**config.mk**
```make
export PLATFORM = sky130hd
export DESIGN_NAME = jtdsp16_sio_rx_flat
export DESIGN_NICKNAME = d
export VERILOG_FILES = /design/src/rtl/jtdsp16_sio_rx_if.sv /design/src/rtl/jtdsp16_sio_rx.sv /design/src/flat_wrapper.sv
export SDC_FILE = /design/constraint.sdc
export NUM_CORES = 1
export LEC_CHECK = 0
export CORE_MARGIN = 1.5
export CORE_UTILIZATION = 45
export CTS_BUF_LIST = sky130_fd_sc_hd__clkbuf_4 sky130_fd_sc_hd__clkbuf_8
export CTS_CLUSTER_DIAMETER = 80
export DETAILED_ROUTE_END_ITERATION = 10
export DONT_BUFFER_PORTS = 1
export PLACE_DENSITY_LB_ADDON = 0.08
export REMOVE_ABC_BUFFERS = 1
export SLEW_MARGIN = 20
export SYNTH_ARGS = -nofsm -noshare
export SYNTH_HDL_FRONTEND = slang
export SYNTH_SLANG_ARGS = --single-unit
```
**constraint.sdc**
```tcl
create_clock -name clk -period 1.65 [get_ports clk]
set_input_delay 0.4125 -clock clk [delete_from_list [all_inputs] [get_ports clk]]
set_output_delay 0.4125 -clock clk [all_outputs]
set_load 0.05 [all_outputs]
```
**src/rtl/jtdsp16_sio_rx_if.sv**
```systemverilog
// Serial output bus of the DSP16 (sdo/ock/old/sadd).
// The DSP16 side drives it as master; the host receiver listens as slave.
interface jtdsp16_sio_rx_if;
  logic ock;
  logic old;
  logic sdo;
  logic sadd;

  modport master (output ock, output old, output sdo, output sadd);
  modport slave  (input  ock, input  old, input  sdo, input  sadd);
endinterface

```
**src/rtl/jtdsp16_sio_rx.sv**
```systemverilog
// Host-side receiver for the DSP16 serial output port.
// Deserialises words into left/right samples and flags framing errors.
//
// state | meaning
// IDLE  | waiting for an ock edge with old=1 (word start)
// SHIFT | collecting bits, cnt counts bits received so far
// DONE  | word complete; write it to left/right on the next cen cycle
module jtdsp16_sio_rx #(
  parameter int MSB_FIRST = 0,
  parameter int WORDLEN   = 16
) (
  input  logic              clk,
  input  logic              rst_n,
  input  logic              cen,
  jtdsp16_sio_rx_if.slave   sio,
  input  logic              clr_err,
  output logic [15:0]       left,
  output logic [15:0]       right,
  output logic              sample,
  output logic              busy,
  output logic              frame_err
);

  typedef enum logic [1:0] {
    IDLE  = 2'd0,
    SHIFT = 2'd1,
    DONE  = 2'd2
  } state_t;

  localparam logic [4:0] LAST = 5'(WORDLEN);

  state_t      state;
  logic [1:0]  ock_s, old_s, sdo_s, sadd_s;
  logic        ock_d;
  logic [4:0]  cnt;
  logic [15:0] shreg;
  logic [15:0] first_sh, next_sh, word;
  logic        ch;
  logic        edge_hit;

  assign edge_hit = ock_s[1] & ~ock_d;
  assign busy     = (state == SHIFT);

  always_comb begin
    first_sh = 16'd0;
    next_sh  = 16'd0;
    if (MSB_FIRST != 0) begin
      first_sh = {15'd0, sdo_s[1]};
      next_sh  = {shreg[14:0], sdo_s[1]};
    end else begin
      first_sh = {sdo_s[1], 15'd0};
      next_sh  = {sdo_s[1], shreg[15:1]};
    end
  end

  // LSB-first short words land in the top byte of shreg and must be moved down
  always_comb begin
    word = shreg;
    if (WORDLEN == 8) begin
      if (MSB_FIRST != 0) word = {8'd0, shreg[7:0]};
      else                word = {8'd0, shreg[15:8]};
    end
  end

  always_ff @(posedge clk or negedge rst_n) begin
    if (!rst_n) begin
      state     <= IDLE;
      ock_s     <= 2'b00;
      old_s     <= 2'b00;
      sdo_s     <= 2'b00;
      sadd_s    <= 2'b00;
      ock_d     <= 1'b0;
      cnt       <= 5'd0;
      shreg     <= 16'd0;
      ch        <= 1'b0;
      left      <= 16'd0;
      right     <= 16'd0;
      sample    <= 1'b0;
      frame_err <= 1'b0;
    end else begin
      sample <= 1'b0;
      if (cen) begin
        ock_s  <= {ock_s[0],  sio.ock};
        old_s  <= {old_s[0],  sio.old};
        sdo_s  <= {sdo_s[0],  sio.sdo};
        sadd_s <= {sadd_s[0], sio.sadd};
        ock_d  <= ock_s[1];
        if (clr_err) frame_err <= 1'b0;
        case (state)
          IDLE: begin
            if (edge_hit && old_s[1]) begin
              shreg <= first_sh;
              ch    <= sadd_s[1];
              cnt   <= 5'd1;
              state <= SHIFT;
            end
          end
          SHIFT: begin
            if (edge_hit) begin
              if (old_s[1] && cnt < LAST) begin
                frame_err <= 1'b1;
                shreg     <= first_sh;
                ch        <= sadd_s[1];
                cnt       <= 5'd1;
              end else begin
                shreg <= next_sh;
                cnt   <= (cnt < LAST) ? cnt + 5'd1 : cnt;
                if (cnt + 5'd1 >= LAST) state <= DONE;
              end
            end
          end
          DONE: begin
            if (ch) begin
              right  <= word;
              sample <= 1'b1;
            end else begin
              left <= word;
            end
            state <= IDLE;
          end
          default: state <= IDLE;
        endcase
      end
    end
  end

endmodule

```
**src/flat_wrapper.sv**
```systemverilog
// flat-port wrapper written by rule: the top's interface ports become plain ports
module jtdsp16_sio_rx_flat 
#(
  parameter int MSB_FIRST = 0,
  parameter int WORDLEN   = 16
)
  (clk, rst_n, cen, clr_err, left, right, sample, busy, frame_err, sio_ock, sio_old, sio_sdo, sio_sadd);
  jtdsp16_sio_rx_if sio_i ();
  input  logic clk;
  input  logic rst_n;
  input  logic cen;
  input  logic clr_err;
  output logic [15:0] left;
  output logic [15:0] right;
  output logic sample;
  output logic busy;
  output logic frame_err;
  input wire logic [$bits(sio_i.ock)-1:0] sio_ock;
  input wire logic [$bits(sio_i.old)-1:0] sio_old;
  input wire logic [$bits(sio_i.sdo)-1:0] sio_sdo;
  input wire logic [$bits(sio_i.sadd)-1:0] sio_sadd;
  assign sio_i.ock = sio_ock;
  assign sio_i.old = sio_old;
  assign sio_i.sdo = sio_sdo;
  assign sio_i.sadd = sio_sadd;
  jtdsp16_sio_rx #(.MSB_FIRST(MSB_FIRST), .WORDLEN(WORDLEN)) u_core (.clk(clk), .rst_n(rst_n), .cen(cen), .sio(sio_i), .clr_err(clr_err), .left(left), .right(right), .sample(sample), .busy(busy), .frame_err(frame_err));
endmodule
```
==> flow_metrics.env, run 1 <==
export IMPL_cts_buffers=9
export IMPL_synth_enable_flop_cells=0
export IMPL_antenna_cells=0
export IMPL_gate_power_share_pct=8.9
export IMPL_area_growth_pct=13.4
export IMPL_leakage_power_nw=1.55
export IMPL_intPower_w=0.00280
export IMPL_floorplan_initialDensity_pct=46.4
export IMPL_layout_cell_area_non_filler_um2=3120
export IMPL_initialDrtViolationCount=61
export IMPL_power_density_nw_per_um2=1200
export IMPL_reg2reg_slack_ps=110
export IMPL_most_used_cells_in_the_layout_excluding_fill_and_tap_cells="sky130_fd_sc_hd__dfrtp_1 (66), sky130_fd_sc_hd__nand2_1 (38), sky130_fd_sc_hd__mux2_2 (31), sky130_fd_sc_hd__nand3_1 (19), sky130_fd_sc_hd__buf_4 (15)"
export IMPL_mapped_cells=213
export IMPL_hpwl_after_detailed_placement_um=3380
export IMPL_final_critical_path_setup_slack_ps=95.8
export IMPL_unrepaired_setup_endpoints_after_global_routing="no"
export IMPL_gp_routability_congestion=0.980
export IMPL_max_slew_margin_rel_pct=67.1
export IMPL_vias_per_cell=5.42
export IMPL_failed_checks="negative hold slack"
export IMPL_grt_use_total_pct=17.2
export IMPL_avgRoutedWirePerCell_um=16.2
export IMPL_finalCriticalPeriod_ps=1550
export IMPL_whs_ps=-246
export IMPL_synth_area_um2=2750
export IMPL_ir_drop_mv=0.572
export IMPL_port_buffers=0
export IMPL_post_route_cells_drive_above_1_share_pct=34.2
export IMPL_synth_avg_cell_area_um2=12.9
export IMPL_tritoncts="done"
export IMPL_max_stage_delay_ps=370
export IMPL_total_switching_power_w=0.000935
export IMPL_critical_path_slowest_stage_cell="sky130_fd_sc_hd__dfrtp_1"
export IMPL_critPathKind="reg -> out"
export IMPL_fp_dieH_um=81.2
export IMPL_status="complete, but fails checks"
export IMPL_fmax_mhz=643
export IMPL_route_final_wire_length_um=5010
export IMPL_detailroute_via_count=1675
export IMPL_grt_start_max_net_pins=68
export IMPL_die_w_um=81.2
export IMPL_grt_first_pass_wirelength_um=8160
export IMPL_grt_ovfl_total=0
export IMPL_fin_worst_skew_ps=9.96
export IMPL_final_core_util_pct=52.6
export IMPL_timing_final_hold_violations=67
export IMPL_synth_unique_cells=35
export IMPL_path_buf_inv=2
export IMPL_endpoint_kind="output port"
export IMPL_p_sw_share_pct=25.1
export IMPL_critPathRequiredTime_ps=1240
export IMPL_first_global_vias=1605
export IMPL_worst_path_clk_slew_ps=70
export IMPL_max_slew_violation_count=0
export IMPL_length_of_the_first_detailed_routing_pass_in_iterations=4
export IMPL_cts_sink_count=67
export IMPL_synth_seq_area_share_pct=61.0
export IMPL_dieArea_um2=6590
export IMPL_dp_worst_setup_slack_ps=99.6
export IMPL_worstSkewPairLatency_ps=350
export IMPL_std_cell_rows=28
export IMPL_cts_root_buf="sky130_fd_sc_hd__clkbuf_8"
export IMPL_drv_max_cap_violation_count=0
export IMPL_setup_viol_count_final=0
export IMPL_power_frac_clock_pct=39.9
export IMPL_share_seq_of_total_power_pct=51.2
export IMPL_synthArstFlopShare_pct=100
export IMPL_num_io_pins=43
export IMPL_hold_class="in -> async"
export IMPL_start_kind="flop"
export IMPL_critical_path_max_fanout=4
export IMPL_total_power_w=0.00373
export IMPL_most_common_flop_cell_mapped_by_yosys="sky130_fd_sc_hd__dfrtp_1"
export IMPL_initial_antenna_violation_count=0
export IMPL_drc_errors=0
export IMPL_timing_critical_path_arrival_ps=1140
export IMPL_buffers_from_clock_root_to_sink_at_most=2
export IMPL_detail_route_antenna_nets=0
export IMPL_fin_nets=238
export IMPL_htree_num_levels=3
export IMPL_final_period_utilization_pct=94.2
export IMPL_cpLargestDelayFamily="flip-flops"
export IMPL_leading_cell_type_in_the_layout_fill_and_taps_excluded="sky130_fd_sc_hd__dfrtp_1"
export IMPL_floorplan_core_area_um2=5920
export IMPL_post_place_cell_area_um2=2880
export IMPL_crit_chain="clkinv_2 -> nor2_1 -> buf_4"
export IMPL_max_slew_worst_pin_slew_ps=493
export IMPL_yosysWarnings=0
export IMPL_synth_ff_latch_count=67
-- cells by family after synthesis --
family          synth area share (%)
compound gates                  4.10
fa+ha+maj                      0.455
flops                           61.0
buf+inv                         3.19
simple gates                    12.7
mux                             18.6
-- per-layer routing --
layer  up-vias  wire (um)  track usage, %
met5         -          0               0
met1       834       2260            22.7
met4         0        130            9.14
li1        770          -               -
met2        59       2260            23.6
met3        12        355            7.53
-- power by group through the flow --
stage / Sequential, W / Combinational (W) / Clock, W
after floorplan: 0.00191 / 0.000233 / 0
after global placement: 0.00193 / 0.000317 / 0
after detailed placement: 0.00194 / 0.000324 / 0
after CTS: 0.00191 / 0.000329 / 0.00152
after global routing: 0.00193 / 0.000376 / 0.00161
final: 0.00191 / 0.000332 / 0.00149
-- path summary, 6_finish.rpt --
check / startpoint / end / cells after the start
worst max-delay path: u_core.state[0] / busy / 3
worst min-delay path: rst_n / u_core.left[13] / 0
worst max register to register: u_core.state[1] / u_core.ch / 4
worst min register to register: u_core.sdo_s[1] / u_core.shreg[15] / 2
max in group asynchronous: rst_n / u_core.state[1] / 0
min in group clk: cen / u_core.state[0] / 1
-- Yosys cell counts (3+ instances only) --
cell type / number / area (um^2)
sky130_fd_sc_hd__buf_2: 4 / 20.0
sky130_fd_sc_hd__buf_4: 3 / 22.5
sky130_fd_sc_hd__inv_1: 4 / 15.0
sky130_fd_sc_hd__nor2_1: 3 / 11.3
sky130_fd_sc_hd__mux2_2: 31 / 349
sky130_fd_sc_hd__dfrtp_1: 67 / 1680
sky130_fd_sc_hd__o21ai_0: 3 / 15.0
sky130_fd_sc_hd__nor3_1: 3 / 15.0
sky130_fd_sc_hd__nand3_1: 19 / 95.1
sky130_fd_sc_hd__nand2_1: 38 / 143
sky130_fd_sc_hd__mux2_4: 10 / 150
-- through the flow --
stage | TNS, ps | std cells | hold WS (ps)
6_report | 0 | 309 | -246
5_1_grt | 0 | 309 | -275
4_1_cts | 0 | 309 | -259
3_5_place_dp | 0 | 292 | 119
3_3_place_gp | 0 | 292 | 118
2_1_floorplan | -3300 | 203 | 117
-- flip-flops by register name, summed over array words and instances (netlist names) --
signal,count
u_core.left,16
u_core.right,16
u_core.shreg,16
u_core.cnt,5
u_core.ock_s,2
u_core.old_s,2
u_core.sadd_s,2
u_core.sdo_s,2
u_core.state,2
u_core.ch,1
u_core.frame_err,1
u_core.ock_d,1
u_core.sample,1
-- final cells by class --
class / count / area, um^2
clock inverter: 5 / 77.6
sequential: 67 / 1680
timing repair buffer: 15 / 113
fill: 515 / 2800
inverter: 6 / 23.8
tap: 75 / 93.8
clock buffer: 11 / 139
multi-input combinational: 130 / 992
-- repair_timing --
| item | in CTS | in global routing |
|---|---|---|
| gates resized for setup | 1 | 2 |
| hold endpoints to repair | 67 | 67 |
| endpoints found under the setup margin | 1 | 17 |
| buffers inserted | 1 | 0 |
No activity file was read; power rests on OpenSTA's default activity.
==> inputs of run 2 (changes only) <==
- SETUP_SLACK_MARGIN: not set -> 0.1
==> run 2 against run 1 <==
- the run still ends with negative hold slack left
- first-iteration DRC count decreased by 26%
- sequential power hardly changed
- global-route usage shrank 0.072 points
- critical endpoint is now u_core.ch
- highest routed layer unchanged
==> flow_metrics.env, run 2 (same netlist as run 1, synthesis figures left out) <==
export IMPL_std_cell_rows=28
export IMPL_worst_path_clk_slew_ps=70
export IMPL_max_slew_violation_count=0
export IMPL_timing_final_hold_violations=67
export IMPL_post_route_cells_drive_above_1_share_pct=35.7
export IMPL_worstReg2RegEnd="u_core.ch"
export IMPL_intPower_w=0.00281
export IMPL_leakage_power_nw=1.56
export IMPL_max_slew_margin_rel_pct=66.7
export IMPL_share_seq_of_total_power_pct=51.0
export IMPL_failed_checks="negative hold slack"
export IMPL_grt_use_total_pct=17.1
export IMPL_cts_sink_count=67
export IMPL_dieArea_um2=6590
export IMPL_start_kind="flop"
export IMPL_timing_critical_path_arrival_ps=1790
export IMPL_fp_dieH_um=81.2
export IMPL_whs_ps=-245
export IMPL_timing_reg2reg_worst_path_depth=4
export IMPL_p_sw_share_pct=25.1
export IMPL_drc_errors=0
export IMPL_most_used_cells_in_the_layout_excluding_fill_and_tap_cells="sky130_fd_sc_hd__dfrtp_1 (66), sky130_fd_sc_hd__nand2_1 (38), sky130_fd_sc_hd__mux2_2 (29), sky130_fd_sc_hd__nand3_1 (18)"
export IMPL_buffers_from_clock_root_to_sink_at_most=2
export IMPL_final_period_utilization_pct=93.9
export IMPL_num_io_pins=43
export IMPL_leading_cell_type_in_the_layout_fill_and_taps_excluded="sky130_fd_sc_hd__dfrtp_1"
export IMPL_unrepaired_setup_endpoints_after_global_routing="yes"
export IMPL_setup_tns_final_ps=0
export IMPL_port_buffers=0
export IMPL_drv_max_cap_violation_count=0
export IMPL_die_w_um=81.2
export IMPL_initialDrtViolationCount=45
export IMPL_vias_per_cell=5.35
export IMPL_avgRoutedWirePerCell_um=16.3
export IMPL_biggestRegsByFlops="u_core.left x16, u_core.right x16, u_core.shreg x16"
export IMPL_hpwl_after_detailed_placement_um=3380
export IMPL_area_growth_pct=14.7
export IMPL_antenna_cells=0
export IMPL_cts_buffers=9
export IMPL_critPathRequiredTime_ps=1890
export IMPL_ir_drop_mv=0.571
export IMPL_first_global_vias=1602
export IMPL_finalCriticalPeriod_ps=1550
export IMPL_tritoncts="done"
export IMPL_max_slew_worst_pin_slew_ps=500
export IMPL_cts_root_buf="sky130_fd_sc_hd__clkbuf_8"
export IMPL_gate_power_share_pct=9.3
export IMPL_htree_num_levels=3
export IMPL_detail_route_antenna_nets=0
export IMPL_fin_worst_skew_ps=10.0
export IMPL_critical_path_max_fanout=5
export IMPL_status="complete, but fails checks"
export IMPL_total_switching_power_w=0.000941
export IMPL_worstReg2RegStart="u_core.state[1]"
export IMPL_initial_antenna_violation_count=0
export IMPL_power_density_nw_per_um2=1190
export IMPL_total_power_w=0.00375
export IMPL_detailroute_via_count=1659
export IMPL_setup_viol_count_final=0
export IMPL_route_final_wire_length_um=5050
export IMPL_hold_class="in -> async"
export IMPL_grt_first_pass_wirelength_um=8110
export IMPL_gp_routability_congestion=0.980
export IMPL_floorplan_core_area_um2=5920
export IMPL_floorplan_initialDensity_pct=46.4
export IMPL_length_of_the_first_detailed_routing_pass_in_iterations=4
export IMPL_reg2reg_slack_ps=100
export IMPL_power_frac_clock_pct=39.7
export IMPL_grt_ovfl_total=0
export IMPL_worstSkewPairLatency_ps=350
export IMPL_grt_start_max_net_pins=68
export IMPL_fmax_mhz=645
export IMPL_endpoint_kind="flop"
export IMPL_critPathKind="reg -> reg"
export IMPL_fin_nets=239
run 2: cell types whose count changed in the layout (fill, tap and decap cells not counted), sizes merged:
cell | before | now
buf | 15 | 16
run 2: area by class of cell:
cell class | instances | area, um^2
clock buffer | 11 | 139
clock inverter | 5 | 77.6
fill | 513 | 2770
inverter | 6 | 23.8
multi-input combinational | 130 | 1010
sequential | 67 | 1680
tap | 75 | 93.8
timing repair buffer | 16 | 131
run 2: power by group through the flow:
stage | logic [W] | clock network, W | registers (W)
finish | 0.000349 | 0.00149 | 0.00191
CTS | 0.000332 | 0.00152 | 0.00191
detailed placement | 0.000324 | 0 | 0.00194
floorplan | 0.000233 | 0 | 0.00191
global route | 0.000390 | 0.00161 | 0.00193
global placement | 0.000317 | 0 | 0.00193
run 2: routing by layer:
layer	wire, um	vias to the layer above	part of all wire [%]	GRT usage (%)
li1	-	771	-	-
met1	2330	830	46	22.5
met2	2280	46	45	23.3
met3	315	12	6.2	7.53
met4	128	0	2.5	9.48
met5	0	-	0	0
run 2: worst max path at each step:
stage | startpoint | end | slack (ps) | depth (start not counted)
detailed placement | u_core.state[1] | u_core.left[3] | 100 | 4
CTS | u_core.state[0] | busy | 60 | 3
global placement | u_core.state[1] | u_core.left[3] | 160 | 4
finish | u_core.state[1] | u_core.ch | 100 | 4
floorplan | u_core.state[0] | u_core.left[0] | -230 | 2
global route | u_core.state[0] | busy | 50 | 3
run 2: worst max-delay path: stages, from the launching register on:
cell	delay [ps]
sky130_fd_sc_hd__dfrtp_2	450
sky130_fd_sc_hd__and4bb_2	390
sky130_fd_sc_hd__o211ai_1	130
sky130_fd_sc_hd__nor2_1	160
sky130_fd_sc_hd__mux2_4	310
run 2: per-stage QoR:
stage	util [%]	hold slack [ps]	setup WS, ps	cell area [um^2]	cells
CTS	52.7	-259	63.0	3120	309
global placement	48.7	118	155	2880	292
floorplan	-	117	-231	2680	203
detailed placement	48.7	119	99.6	2880	292
global route	53.3	-275	47.9	3150	310
finish	53.3	-245	100	3150	310
run 2: what timing repair did:
item	4_1_cts	5_1_grt
resized for setup	3	9
endpoints found under the hold margin	67	67
pin swaps	0	3
cloned	0	0
setup buffers	1	1
setup endpoints to repair	5	26
